**src/rtl/mic1_pkg.sv**
```systemverilog
// Shared constants and types for the MIC-1 microsequencer.
package mic1_pkg;

    // Default geometry of the control store and the micro-call stack
    localparam int DEFAULT_ADDR_W      = 9;
    localparam int DEFAULT_MBR_W       = 8;
    localparam int DEFAULT_STACK_DEPTH = 4;

    // Bit positions of the MIR control bits inside the packed control vector
    localparam int MIR_JMPC   = 0;
    localparam int MIR_JAMN   = 1;
    localparam int MIR_JAMZ   = 2;
    localparam int MIR_CALL   = 3;
    localparam int MIR_RET    = 4;
    localparam int MIR_CTRL_W = 5;

    // What the sequencer does with the micro-instruction held in stage 1
    typedef enum logic [2:0] {
        ACT_JUMP,
        ACT_CALL,
        ACT_CALL_OVF,
        ACT_RET,
        ACT_RET_UNF
    } seq_action_e;

endpackage

```
**src/rtl/mic1_ustack.sv**
```systemverilog
// Micro-call return stack: LIFO of return addresses with occupancy count.
// Entries are never cleared; the top entry is only read while the stack is non-empty.
module mic1_ustack #(
    parameter int ADDR_W      = 9,
    parameter int STACK_DEPTH = 4
) (
    input  logic                                 clk,
    input  logic                                 rst,
    input  logic                                 push,
    input  logic                                 pop,
    input  logic [ADDR_W-1:0]                    din,
    output logic [ADDR_W-1:0]                    dout,
    output logic [$clog2(STACK_DEPTH+1)-1:0]     sp,
    output logic                                 full,
    output logic                                 empty
);

    localparam int SP_W  = $clog2(STACK_DEPTH + 1);
    localparam int IDX_W = (STACK_DEPTH > 1) ? $clog2(STACK_DEPTH) : 1;

    logic [ADDR_W-1:0] mem [STACK_DEPTH];
    logic [IDX_W-1:0]  wr_idx;
    logic [IDX_W-1:0]  top_idx;

    assign full    = (sp == SP_W'(STACK_DEPTH));
    assign empty   = (sp == '0);
    assign wr_idx  = IDX_W'(sp);
    assign top_idx = IDX_W'(sp - SP_W'(1));

    // Top-of-stack read, forced to zero when there is nothing valid to read
    always_comb begin
        dout = '0;
        if (!empty) begin
            dout = mem[top_idx];
        end
    end

    // Occupancy counter; a push into a full stack or a pop from an empty one is a no-op
    always_ff @(posedge clk) begin
        if (!rst) begin
            sp <= '0;
        end else if (push && !full) begin
            sp <= sp + SP_W'(1);
        end else if (pop && !empty) begin
            sp <= sp - SP_W'(1);
        end
    end

    // Entry storage, written only on an accepted push
    always_ff @(posedge clk) begin
        if (rst && push && !full) begin
            mem[wr_idx] <= din;
        end
    end

endmodule

```
**src/rtl/mic1_sequencer.sv**
```systemverilog
// MIC-1 microprogram sequencer: two-stage pipeline from MIR fields to MPC,
// with JAM/JMPC branching, micro-call/return stack and sticky error flags.
module mic1_sequencer
    import mic1_pkg::*;
#(
    parameter int ADDR_W      = DEFAULT_ADDR_W,
    parameter int MBR_W       = DEFAULT_MBR_W,
    parameter int STACK_DEPTH = DEFAULT_STACK_DEPTH
) (
    input  logic                                 clk,
    input  logic                                 rst,
    input  logic                                 stall,
    input  logic                                 N,
    input  logic                                 Z,
    input  logic [MBR_W-1:0]                     MBR,
    input  logic [ADDR_W-1:0]                    next_addr,
    input  logic                                 jmpc,
    input  logic                                 jamn,
    input  logic                                 jamz,
    input  logic                                 call,
    input  logic                                 ret,
    output logic [ADDR_W-1:0]                    MPC,
    output logic [$clog2(STACK_DEPTH+1)-1:0]     sp,
    output logic                                 ovf,
    output logic                                 unf,
    output logic                                 ill
);

    // Low part of the address is where MBR gets ORed in; MBR must fit below the top bit
    localparam int LO_W = ADDR_W - 1;

    logic                  n_s;
    logic                  z_s;
    logic [MBR_W-1:0]      mbr_s;
    logic [ADDR_W-1:0]     next_addr_s;
    logic [MIR_CTRL_W-1:0] ctrl_in;
    logic [MIR_CTRL_W-1:0] ctrl_s;

    logic                  hi;
    logic [LO_W-1:0]       lo;
    logic [ADDR_W-1:0]     target;
    seq_action_e           action;

    logic                  stk_push;
    logic                  stk_pop;
    logic [ADDR_W-1:0]     stk_din;
    logic [ADDR_W-1:0]     stk_dout;
    logic                  stk_full;
    logic                  stk_empty;

    assign ctrl_in[MIR_JMPC] = jmpc;
    assign ctrl_in[MIR_JAMN] = jamn;
    assign ctrl_in[MIR_JAMZ] = jamz;
    assign ctrl_in[MIR_CALL] = call;
    assign ctrl_in[MIR_RET]  = ret;

    // Stage 1: capture flags, dispatch byte and MIR fields unless stalled
    always_ff @(posedge clk) begin
        if (!rst) begin
            n_s         <= 1'b0;
            z_s         <= 1'b0;
            mbr_s       <= '0;
            next_addr_s <= '0;
            ctrl_s      <= '0;
        end else if (!stall) begin
            n_s         <= N;
            z_s         <= Z;
            mbr_s       <= MBR;
            next_addr_s <= next_addr;
            ctrl_s      <= ctrl_in;
        end
    end

    // Branch target: JAM bits force the top bit, JMPC ORs the dispatch byte into the rest
    always_comb begin
        hi = next_addr_s[ADDR_W-1]
           | (ctrl_s[MIR_JAMZ] & z_s)
           | (ctrl_s[MIR_JAMN] & n_s);
        lo = next_addr_s[LO_W-1:0];
        if (ctrl_s[MIR_JMPC]) begin
            lo = lo | LO_W'(mbr_s);
        end
        target = {hi, lo};
    end

    // Decide the stage-2 action; a return wins whenever RET is set, even alongside CALL
    always_comb begin
        action = ACT_JUMP;
        if (ctrl_s[MIR_RET]) begin
            action = stk_empty ? ACT_RET_UNF : ACT_RET;
        end else if (ctrl_s[MIR_CALL]) begin
            action = stk_full ? ACT_CALL_OVF : ACT_CALL;
        end
    end

    assign stk_push = rst && !stall && (action == ACT_CALL);
    assign stk_pop  = rst && !stall && (action == ACT_RET);
    assign stk_din  = MPC + ADDR_W'(1);

    mic1_ustack #(
        .ADDR_W      (ADDR_W),
        .STACK_DEPTH (STACK_DEPTH)
    ) u_ustack (
        .clk   (clk),
        .rst   (rst),
        .push  (stk_push),
        .pop   (stk_pop),
        .din   (stk_din),
        .dout  (stk_dout),
        .sp    (sp),
        .full  (stk_full),
        .empty (stk_empty)
    );

    // Stage 2: load MPC and raise the sticky error flags
    always_ff @(posedge clk) begin
        if (!rst) begin
            MPC <= '0;
            ovf <= 1'b0;
            unf <= 1'b0;
            ill <= 1'b0;
        end else if (!stall) begin
            if (ctrl_s[MIR_CALL] && ctrl_s[MIR_RET]) begin
                ill <= 1'b1;
            end
            unique case (action)
                ACT_JUMP: begin
                    MPC <= target;
                end
                ACT_CALL: begin
                    MPC <= target;
                end
                ACT_CALL_OVF: begin
                    MPC <= target;
                    ovf <= 1'b1;
                end
                ACT_RET: begin
                    MPC <= stk_dout;
                end
                ACT_RET_UNF: begin
                    MPC <= '0;
                    unf <= 1'b1;
                end
                default: begin
                    MPC <= target;
                end
            endcase
        end
    end

endmodule

```
**config.mk**
```make
export PLATFORM = sky130hd
export DESIGN_NAME = mic1_sequencer
export DESIGN_NICKNAME = d
export VERILOG_FILES = /design/src/rtl/mic1_pkg.sv /design/src/rtl/mic1_ustack.sv /design/src/rtl/mic1_sequencer.sv
export SDC_FILE = /design/constraint.sdc
export NUM_CORES = 1
export LEC_CHECK = 0
export ABC_AREA = 1
export ABC_CLOCK_PERIOD_IN_PS = 4710
export BUFFER_PORTS_ARGS = -buffer_cell sky130_fd_sc_hd__buf_2
export CORE_MARGIN = 4
export CORE_UTILIZATION = 53
export CTS_CLUSTER_SIZE = 14
export DETAILED_ROUTE_END_ITERATION = 8
export PLACE_DENSITY = 0.72
export SLEW_MARGIN = 20
export SYNTH_ARGS = -nofsm -noshare
export SYNTH_HDL_FRONTEND = slang
export SYNTH_SLANG_ARGS = --single-unit
```
**constraint.sdc**
```tcl
create_clock -name clk -period 4.71 [get_ports clk]
set_input_delay 0.942 -clock clk [delete_from_list [all_inputs] [get_ports clk]]
set_output_delay 0.942 -clock clk [all_outputs]
set_load 0.005 [all_outputs]
```
# Yosys cells after proc, flatten, opt, wreduce, memory -nomap -nowiden
# Memories as Yosys holds them, arrays and structs flattened.
# Index checks and enable logic that the tools add are counted.
dict set report word_totals {
  out_inout_bits 15
  ramBits 36
  elab_cells 52
  in_bits 27
  memories 1
  ff_bits 39
}
# name words word_bits read_ports rd_clocked_by_memory_dff write_ports line_no
set memory_table {}
lappend memory_table {u_ustack.mem 4 9 1 0 1 mic1_ustack.sv:21} ;# logic [ADDR_W-1:0] mem [STACK_DEPTH];
dict set report op_classes {
  n_bitwise 6
  eq_ne 5
  muxes 11
  reduce_logical 16
  addsub 3
}
# op count
set op_table {}
lappend op_table {{9-bit case mux with 2 select lines} 1}
lappend op_table {{3-bit 2-to-1 mux} 4}
lappend op_table {{9-bit by 1-bit adder with 9-bit output (second input constant)} 1}
lappend op_table {{9-bit 2-to-1 mux} 1}
lappend op_table {{1-bit logical AND} 8}
lappend op_table {{8-bit 2-to-1 mux} 1}
lappend op_table {{8-bit OR} 1}
lappend op_table {{3-bit by 2-bit == test with 1-bit output (second input constant)} 2}
lappend op_table {{3-bit == test (second input constant)} 2}
lappend op_table {{2-bit AND reduction} 3}
lappend op_table {{2-bit 2-to-1 mux} 2}
lappend op_table {{3-bit by 1-bit adder with 3-bit output (second input constant)} 1}
lappend op_table {{3-bit by 1-bit == test with 1-bit output (second input constant)} 1}
lappend op_table {{1-bit zero test} 3}
lappend op_table {{3-bit zero test} 1}
lappend op_table {{3-bit by 1-bit subtractor with 3-bit output (second input constant)} 1}
lappend op_table {{1-bit bitwise AND} 2}
lappend op_table {{1-bit 2-to-1 mux} 2}
lappend op_table {{1-bit OR} 2}
lappend op_table {{2-bit nonzero test} 1}
lappend op_table {{1-bit NOT} 1}

# Depth between registers and ports, before layout
# Gate-level depths: netlist (run 1).
dict set report logic_depth {
  depth_word 10
  ltp_mapped 9
  depth_no_buf 8
}

# By module
# A second synthesis (run 1) with hierarchy kept.
dict set report unflattened {
  cells_unflattened 397
  hier_area_um2 3438.3
}
# mod instances seq_area_each_um2 area_each_um2 cells_each
set by_module_without_submodules {}
lappend by_module_without_submodules {mic1_ustack 1 1141.1 1734.2 155}
lappend by_module_without_submodules {mic1_sequencer 1 720.7 1704.1 242}

# Least setup slack after synthesis (run 1)
# Ideal clock, no wire load.
dict set report synth_timing {
  path_kind {input to register}
  from {in stall}
  to {mem u_ustack.mem[1][0], enable pin}
  setup_slack_ns 2.562
  n_path_buf 1
  required_ns 4.336
  arrival_time_ns 1.774
  setup_time_ns 0.374
  cell_stages 6
  path_cell_list {buf_6 > inv_8 > nand2_4 > nor2_4 > nand2_2 > nor2_1}
}
dict set report synth_via {
  elab_chain_cells 7
}
# element line_no
set synth_rtl {}
lappend synth_rtl {{from (decl)} mic1_sequencer.sv:12} ;# input logic stall,
lappend synth_rtl {{1-bit zero test} n/a}
lappend synth_rtl {{1-bit logical AND (2 in a row)} mic1_sequencer.sv:96} ;# assign stk_push = rst && !stall && (action == ACT_CALL);
lappend synth_rtl {{1-bit logical AND (2 in a row)} mic1_ustack.sv:51} ;# if (rst && push && !full) begin
lappend synth_rtl {{1-bit 2-to-1 mux} mic1_ustack.sv:51}
lappend synth_rtl {{1-bit 2-to-1 mux (implied by the code)} mic1_ustack.sv:52} ;# mem[wr_idx] <= din;
lappend synth_rtl {{to (decl)} mic1_ustack.sv:21}
# Every way passes these cells.

# Final worst setup path (run 1)
dict set report layout_timing {
  from {reg u_ustack.sp[0]}
  to {mem u_ustack.mem[0][7], enable pin}
}
dict set report layout_via {
  elab_chain_cells 10
  elab_cells_between_ends 13
  cone_classes {2 x eq/ne; 6 x mux; 5 x reduce/logical}
}
# element line_no
set layout_rtl {}
lappend layout_rtl {{from (decl)} mic1_ustack.sv:13} ;# output logic [$clog2(STACK_DEPTH+1)-1:0] sp,
lappend layout_rtl {{from (signal assigned)} mic1_ustack.sv:43} ;# sp <= sp + SP_W'(1);
lappend layout_rtl {{from (signal assigned)} mic1_ustack.sv:45} ;# sp <= sp - SP_W'(1);
lappend layout_rtl {{3-bit == test} mic1_ustack.sv:25} ;# assign full = (sp == SP_W'(STACK_DEPTH));
lappend layout_rtl {{2-bit 2-to-1 mux} mic1_sequencer.sv:92} ;# action = stk_full ? ACT_CALL_OVF : ACT_CALL;
lappend layout_rtl {{2-bit 2-to-1 mux} mic1_sequencer.sv:91} ;# end else if (ctrl_s[MIR_CALL]) begin
lappend layout_rtl {{3-bit 2-to-1 mux} mic1_sequencer.sv:89} ;# if (ctrl_s[MIR_RET]) begin
lappend layout_rtl {{3-bit by 1-bit == test with 1-bit output} mic1_sequencer.sv:96}
lappend layout_rtl {{1-bit logical AND} mic1_sequencer.sv:96}
lappend layout_rtl {{1-bit logical AND (2 in a row)} mic1_ustack.sv:51}
lappend layout_rtl {{1-bit 2-to-1 mux} mic1_ustack.sv:51}
lappend layout_rtl {{1-bit 2-to-1 mux (implied by the code)} mic1_ustack.sv:52}
# Parallel ways exist; a longest one is shown, timed or not.

==> metrics.md, run 1 <==
| Metric | Value |
|---|---|
| Outcome | `completed` |
| Tmin final | `just over 3 ns` |
| RR Startpoint | `u_ustack.sp[0]` |
| Cts hold-fix bufs | `0` |
| Syn Area/Cell | `between 9 and 10 um2` |
| Async SR Flop Fraction | `0` |
| Mapped cell area | `about 0.0032 mm2` |
| Die area | `0.007279 mm2` |
| Clk_skew | `between 0.006 and 0.007 ns` |
| Max clock buf depth | `2` |
| Inserted Clock Buffers | `9` |
| Worst R2R End | `u_ustack.mem[0][7]` |
| Max cap viols | `0` |
| Num rows | `27` |
| Least-Margin Pin Slew | `0.7899 ns` |
| Routed WL | `~6800 um` |
| Post_cts resized | `0` |
| Clk Latency, worst-skew pair | `roughly 0.34 ns` |
| Crit path launch type | `register` |
| Boundary Pins | `42` |
| Switching power total | `about 320 uW` |
| Critical Path AT | `between 3 and 4 ns` |
| Commonest non-fill, non-tap cells in the layout | `nor2_1, nand2_1, buf_2` |
| Cells after Synth | `around 350` |
| Synth Register Bits | `75` |
| Root buffer cell | `clkbuf_8` |
| DRC viols | `0` |
| Worst VDD drop | `0.2277 mV` |
| Total number of vias | `around 2400` |
| Avg Vias per Cell | `around 5.3` |
| Largest net degree at the start of global routing | `39` |
| Share of Yosys cell area claimed by the top area cell type | `0.3412` |
| Starting density of the core | `0.5615` |
| Cell area power density | `389.1 mW/mm2` |
| Worst hold path type | `reg2reg` |
| Final ANT Viol Nets | `0` |
| WP data required | `around 4.7 ns` |
| Slowest cell on the critical path | `dfxtp_1` |
| Int Pwr | `1083 uW` |
| Tot GR Track Use | `0.2003` |
| Global-route wire length before repair | `~12000 um` |
| Layout cells sized above 1 | `0.1762` |
| DIE HEIGHT | `85.32 um` |
| Core footprint | `around 0.0056 mm2` |
| Syn nets | `380` |
| Switching share of power | `0.2294` |
| R2r worst-path depth | `5` |
| Vias in the first global route | `roughly 2400` |
| Crit-path cells | `inv_1 > ha_1 > a21oi_2 > nand2_2 > nor2_1` |
| Final-layout fill cell count | `~470` |
| Hold Path Sink | `next_addr_s[8]` |
| Leakage | `0.001479 uW` |
| Critical Path Start | `u_ustack.sp[0]` |
| Count of cell types in the netlist | `27` |
| R2r setup slk | `between 1.5 and 2 ns` |
| Diode count | `0` |
| Register area share after synthesis | `0.5877` |
| Fin crit share | `0.6581` |
| Detailed placement HPWL | `about 4700 um` |
| Syn-to-layout area delta | `13.94%` |
| Hold path depth | `2` |
| Synth Warn # | `0` |
| H-Tree Level Count | `3` |
| GR Overflow Total | `0` |
| Synth area leaders | `edfxtp_1, dfxtp_1, nor2_1` |
| Clock power frac | `0.403` |
| Flop pwr share | `0.520` |
| Slew Limit Fails | `0` |
| Comb pwr share | `0.077` |
| GPL Wtd Cong | `between 0.8 and 0.9` |
| Initial DRC count | `~180` |
| Initial antenna violation count | `0` |
| Primary FF master, synth | `dfxtp_1` |
| Highest clock rate | `322.6 MHz` |
| Design Power | `about 1400 uW` |
| Crit path depth | `5` |
| Pre-antenna DRT Iters | `4` |
| Max stage delay on crit path | `approximately 0.82 ns` |
| Crit Path Max Fanout | `23` |
| Delay-heaviest family, CP | `flip-flops` |
| Nets | `about 410` |
| Unrepaired setup endpoints after global routing | `no` |
| Crit Path Class | `reg2reg` |
| Routed WL per cell | `14.78 um` |
| Post-synth EDFFs | `36` |
| Port buffer count | `41` |
| Clock sink total | `75` |
| Clock transition at path regs | `~0.07 ns` |
| Leading cell type in the layout, fill and taps excluded | `nor2_1` |
| Die extent in x | `roughly 85 um` |
| TritonCTS clock tree | `yes` |
| Min-delay src | `next_addr_s[8]` |
| Worst slew margin | `0.4715` |
| Bufs and invs on worst path | `1` |
| Setup Buffers After CTS | `0` |
| Setup TNS | `0 ns` |
| Post-synth top area cell | `edfxtp_1` |
| Hold Violations, Final | `0` |
| CP endpoint kind | `register` |
| # setup viols final | `0` |
[per-stage QoR]
stage | instance area, um2 | hold slack, ns | instances | utilization | setup slack, ns
after floorplan | 3168 | 0.4337 | 347 | - | 2.562
after global placement | 3363 | 0.4462 | 442 | 0.5961 | 1.791
after detailed placement | 3363 | 0.4474 | 442 | 0.5961 | 1.602
after CTS | 3610 | 0.4589 | 458 | 0.6398 | 1.577
after global routing | 3610 | 0.5042 | 458 | 0.6398 | 1.273
final | 3610 | 0.4582 | 458 | 0.6398 | 1.611
[flip-flops by register name, summed over array words and instances, names as in the netlist, 3 cells and up]
signal        cells
next_addr_s       9
ctrl_s            5
MPC               9
u_ustack.mem     36
u_ustack.sp       3
mbr_s             8
[layer usage]
metal / up-vias / part of all wire / track usage
met1: 1151 / 0.45 / 0.2503
met4: 0 / 0.018 / 0.07482
met2: 41 / 0.50 / 0.3369
li1: 1227 / - / -
met3: 11 / 0.033 / 0.04660
met5: - / 0 / 0
[Yosys cell counts, types with 2 or more instances]
cell,instances
buf_2,8
edfxtp_1,36
o21ai_0,35
inv_1,11
nand2_1,47
a21oi_2,2
buf_6,2
xnor2_1,3
nor2_1,74
ha_1,6
buf_4,2
xor2_1,3
a21oi_1,23
dfxtp_1,39
a31oi_1,2
nand3_1,34
nor2_4,2
inv_2,4
clkbuf_1,5
nand2_2,2
[power groups by stage]
stage               Sequential (uW)  Combinational, uW  Clock (uW)
floorplan                       736               79.7           0
global placement                745                105           0
detailed placement              746                108           0
CTS                             731                109         573
global route                    735                124         600
finish                          731                108         566
[worst max-delay path by stage]
stage | to | slack, ns
global placement | u_ustack.mem[2][1] | 1.79
finish | u_ustack.mem[0][7] | 1.61
CTS | u_ustack.mem[0][3] | 1.58
detailed placement | u_ustack.mem[0][2] | 1.60
floorplan | u_ustack.mem[1][0] | 2.56
global route | u_ustack.mem[0][4] | 1.27
[logic make-up (layout without fill, tap and decap cells)]
family / after synthesis / count (layout) / synth area share
compound gates: 63 / 63 / 0.1027
fa+ha+maj: 6 / 6 / 0.02370
flops: 75 / 75 / 0.5877
simple gates: 162 / 162 / 0.2152
xor+xnor: 6 / 6 / 0.01659
buf+inv: 35 / 74 / 0.05410
[final cells by class]
type	count	area, um2	area share
repair buffers	41	205.2	0.05685
multi-input cells	237	1135	0.3144
inverters	17	71.32	0.01976
well taps	72	90.09	0.02496
flip-flops and latches	75	1862	0.5158
clock inverters	1	5.005	0.001386
clock buffers	15	241.5	0.06690
[tightest hold or removal path: stages, from the launching register on]
cell,delay [ns]
dfxtp_1,0.30
inv_1,0.06
a21oi_1,0.06
Power figures use the tool's default switching activity.
==> run 2: changes to the inputs <==
--- a/config.mk
+++ b/config.mk
@@ -5,8 +5,8 @@
 export SDC_FILE = /design/constraint.sdc
 export NUM_CORES = 1
 export LEC_CHECK = 0
-export ABC_AREA = 1
-export ABC_CLOCK_PERIOD_IN_PS = 4710
+export ABC_AREA = 0
+export ABC_CLOCK_PERIOD_IN_PS = 3000
 export BUFFER_PORTS_ARGS = -buffer_cell sky130_fd_sc_hd__buf_2
 export CORE_MARGIN = 4
 export CORE_UTILIZATION = 53
==> constraint.sdc (replaced) <==
create_clock -name clk -period 3 [get_ports clk]
set_input_delay 0.6 -clock clk [delete_from_list [all_inputs] [get_ports clk]]
set_output_delay 0.6 -clock clk [all_outputs]
set_load 0.005 [all_outputs]
==> run 2 against run 1 <==
Effect of this change:
- global-route usage is 3.1 points lower
- clock power is 30% higher
- clock skew is 0.00080 ns higher
- critical path depth is 2 lower
- via count is 21% lower
- first-iteration DRC count is 8.9% lower
- clock-buffer cell count is 3 lower
- area after synthesis is 1.1% lower
- hold slack better by 0.018 ns
==> metrics.md, run 2 <==
| Metric | Value |
|---|---|
| Post-synth top area cell | `edfxtp_1` |
| Slew Limit Fails | `0` |
| Root buffer cell | `clkbuf_8` |
| DIE HEIGHT | `between 80 and 90 um` |
| DRC viols | `0` |
| Fin crit share | `0.6774` |
| Routed wl met2 | `~2400 um` |
| Async SR Flop Fraction | `0` |
| Vias in the first global route | `around 1900` |
| Final ANT Viol Nets | `0` |
| Initial DRC count | `163` |
| Design Power | `between 2000 and 2500 uW` |
| TritonCTS clock tree | `yes` |
| Worst VDD drop | `0.2981 mV` |
| Metal3 WL | `about 300 um` |
| Count of cell types in the netlist | `32` |
| Crit-path cells | `nor3b_1 > and3_1 > and2_1` |
| Die extent in x | `84.90 um` |
| Worst hold path type | `reg2reg` |
| CP endpoint kind | `register` |
| Delay-heaviest family, CP | `simple AND/OR/NAND/NOR gates` |
| Core footprint | `roughly 0.0056 mm2` |
| Setup Buffers After CTS | `0` |
| Clock sink total | `75` |
| Initial antenna violation count | `0` |
| Mapped cell area | `~0.0031 mm2` |
| Clock transition at path regs | `around 0.070 ns` |
| Outcome | `completed` |
| Met1 WL | `a little under 3000 um` |
| Bufs and invs on worst path | `0` |
| Diode count | `0` |
| Nets | `between 300 and 400` |
| Clk Latency, worst-skew pair | `between 0.3 and 0.4 ns` |
| Unrepaired setup endpoints after global routing | `no` |
| Number of flip-flops in the largest register | `36` |
| GR Overflow Total | `0` |
| Highest clock rate | `492.1 MHz` |
| Crit Path Class | `reg2reg` |
| Post-synth EDFFs | `36` |
| Post-layout util | `0.6345` |
| Post_cts resized | `0` |
| Port buffer count | `41` |
| Cts hold-fix bufs | `0` |
| Inserted Clock Buffers | `9` |
| Routed WL | `between 5000 and 6000 um` |
| Non-Filler Instances | `361` |
| Detailed placement HPWL | `4096 um` |
| Primary FF master, synth | `dfxtp_1` |
| Cell area power density | `about 560 mW/mm2` |
| Largest Register | `u_ustack.mem` |
| Top-count cell post-synth | `dfxtp_1` |
| Largest registers | `u_ustack.mem x36, MPC x9, next_addr_s x9` |
| Die area | `0.007208 mm2` |
| H-Tree Level Count | `3` |
| Leakage | `roughly 0.0014 uW` |
| Slowest cell on the critical path | `dfxtp_1` |
| Layout cells sized above 1 | `0.2422` |
| Cells after Synth | `approximately 250` |
| Tot GR Track Use | `0.1689` |
| Max Used Layer | `met4` |
| Avg Vias per Cell | `5.310` |
| Least-Margin Pin Slew | `approximately 0.66 ns` |
| Clk_skew | `a little over 0.007 ns` |
| Crit path launch type | `register` |
| Setup TNS | `0 ns` |
| Boundary Pins | `42` |
| Commonest cells post-synth | `dfxtp_1, edfxtp_1, nor2b_1` |
| Max stage delay on crit path | `0.52 ns` |
| Final-layout fill cell count | `470` |
| Synth Warn # | `0` |
| Commonest non-fill, non-tap cells in the layout | `buf_2, dfxtp_1, edfxtp_1` |
| Post-DP Area | `about 0.0034 mm2` |
| # setup viols final | `0` |
| Placed cells | `approximately 350` |
| Syn-to-layout area delta | `13.53%` |
| Worst slew margin | `0.5603` |
| Pre-antenna DRT Iters | `4` |
| Finished layout cell area | `0.003558 mm2` |
| Syn nets | `approximately 280` |
| Crit Path Max Fanout | `24` |
| Synth Register Bits | `75` |
| Critical Path AT | `around 2.0 ns` |
| Total number of vias | `between 1500 and 2000` |
| Hold Violations, Final | `0` |
| GPL Wtd Cong | `around 0.75` |
| WP data required | `2.99 ns` |
| Tmin final | `2.032 ns` |
| Synth area leaders | `edfxtp_1, dfxtp_1, mux2i_1` |
| Num rows | `27` |
| Syn Area/Cell | `between 10 and 15 um2` |
| Leading cell type in the layout, fill and taps excluded | `buf_2` |
| Max clock buf depth | `2` |
| Global-route wire length before repair | `between 9000 and 10000 um` |
| Share of Yosys cell area claimed by the top area cell type | `0.3449` |
| Starting density of the core | `0.5589` |
| Register area share after synthesis | `0.5940` |
| Routed WL per cell | `roughly 16 um` |
| Largest net degree at the start of global routing | `42` |
| Max cap viols | `0` |
==> run 2: path summary, 6_finish.rpt <==
path                                 from                  to  slack (ns)  depth (start not counted)
worst max-delay path            ctrl_s[4]  u_ustack.mem[3][2]        0.97                          3
worst min-delay path                  unf                 unf        0.48                          1
worst max register to register  ctrl_s[4]  u_ustack.mem[3][2]        0.97                          3
worst min register to register        unf                 unf        0.48                          1
==> run 2: per-layer routing <==
layer / vias up / GRT usage
li1: 963 / -
met1: 891 / 0.2415
met2: 53 / 0.2349
met3: 10 / 0.04175
met4: 0 / 0.09353
met5: - / 0
==> run 2: cell type report <==
cell class                      instances  area [um2]  share of cell area
Inverter                                5       18.77            0.005274
Tap cell                               72       90.09             0.02532
Sequential cell                        75        1862              0.5232
Clock buffer                           12       167.7             0.04712
Timing Repair Buffer                   44       227.7             0.06399
Clock inverter                          4       22.52            0.006329
Multi-Input combinational cell        149        1170              0.3288
==> run 2: metrics by stage <==
step                worst slack [ns]  hold slack [ns]
floorplan                      1.026           0.4644
global placement              0.7960           0.4573
detailed placement            0.6916           0.4635
CTS                           0.9753           0.4814
global route                  0.8522           0.5004
finish                        0.9678           0.4767
==> run 2: cells by family after synthesis <==
group | Yosys count | synth area share
adder cells (fa/ha/maj) | 6 | 0.02395
flip-flops | 75 | 0.5940
buffers and inverters | 21 | 0.03274
multiplexers | 35 | 0.1481
XOR/XNOR | 7 | 0.01956
AND/OR/NAND/NOR | 58 | 0.1038
AO/OA/AOI/OAI | 43 | 0.07785
==> run 2: report_power, final <==
group | internal [uW] | switching, uW | leakage (uW)
Clock | 373 | 361 | 0.000100
Sequential | 1100 | 28.0 | 0.000648
Combinational | 70.2 | 72.3 | 0.000653
Total | 1550 | 462 | 0.00140
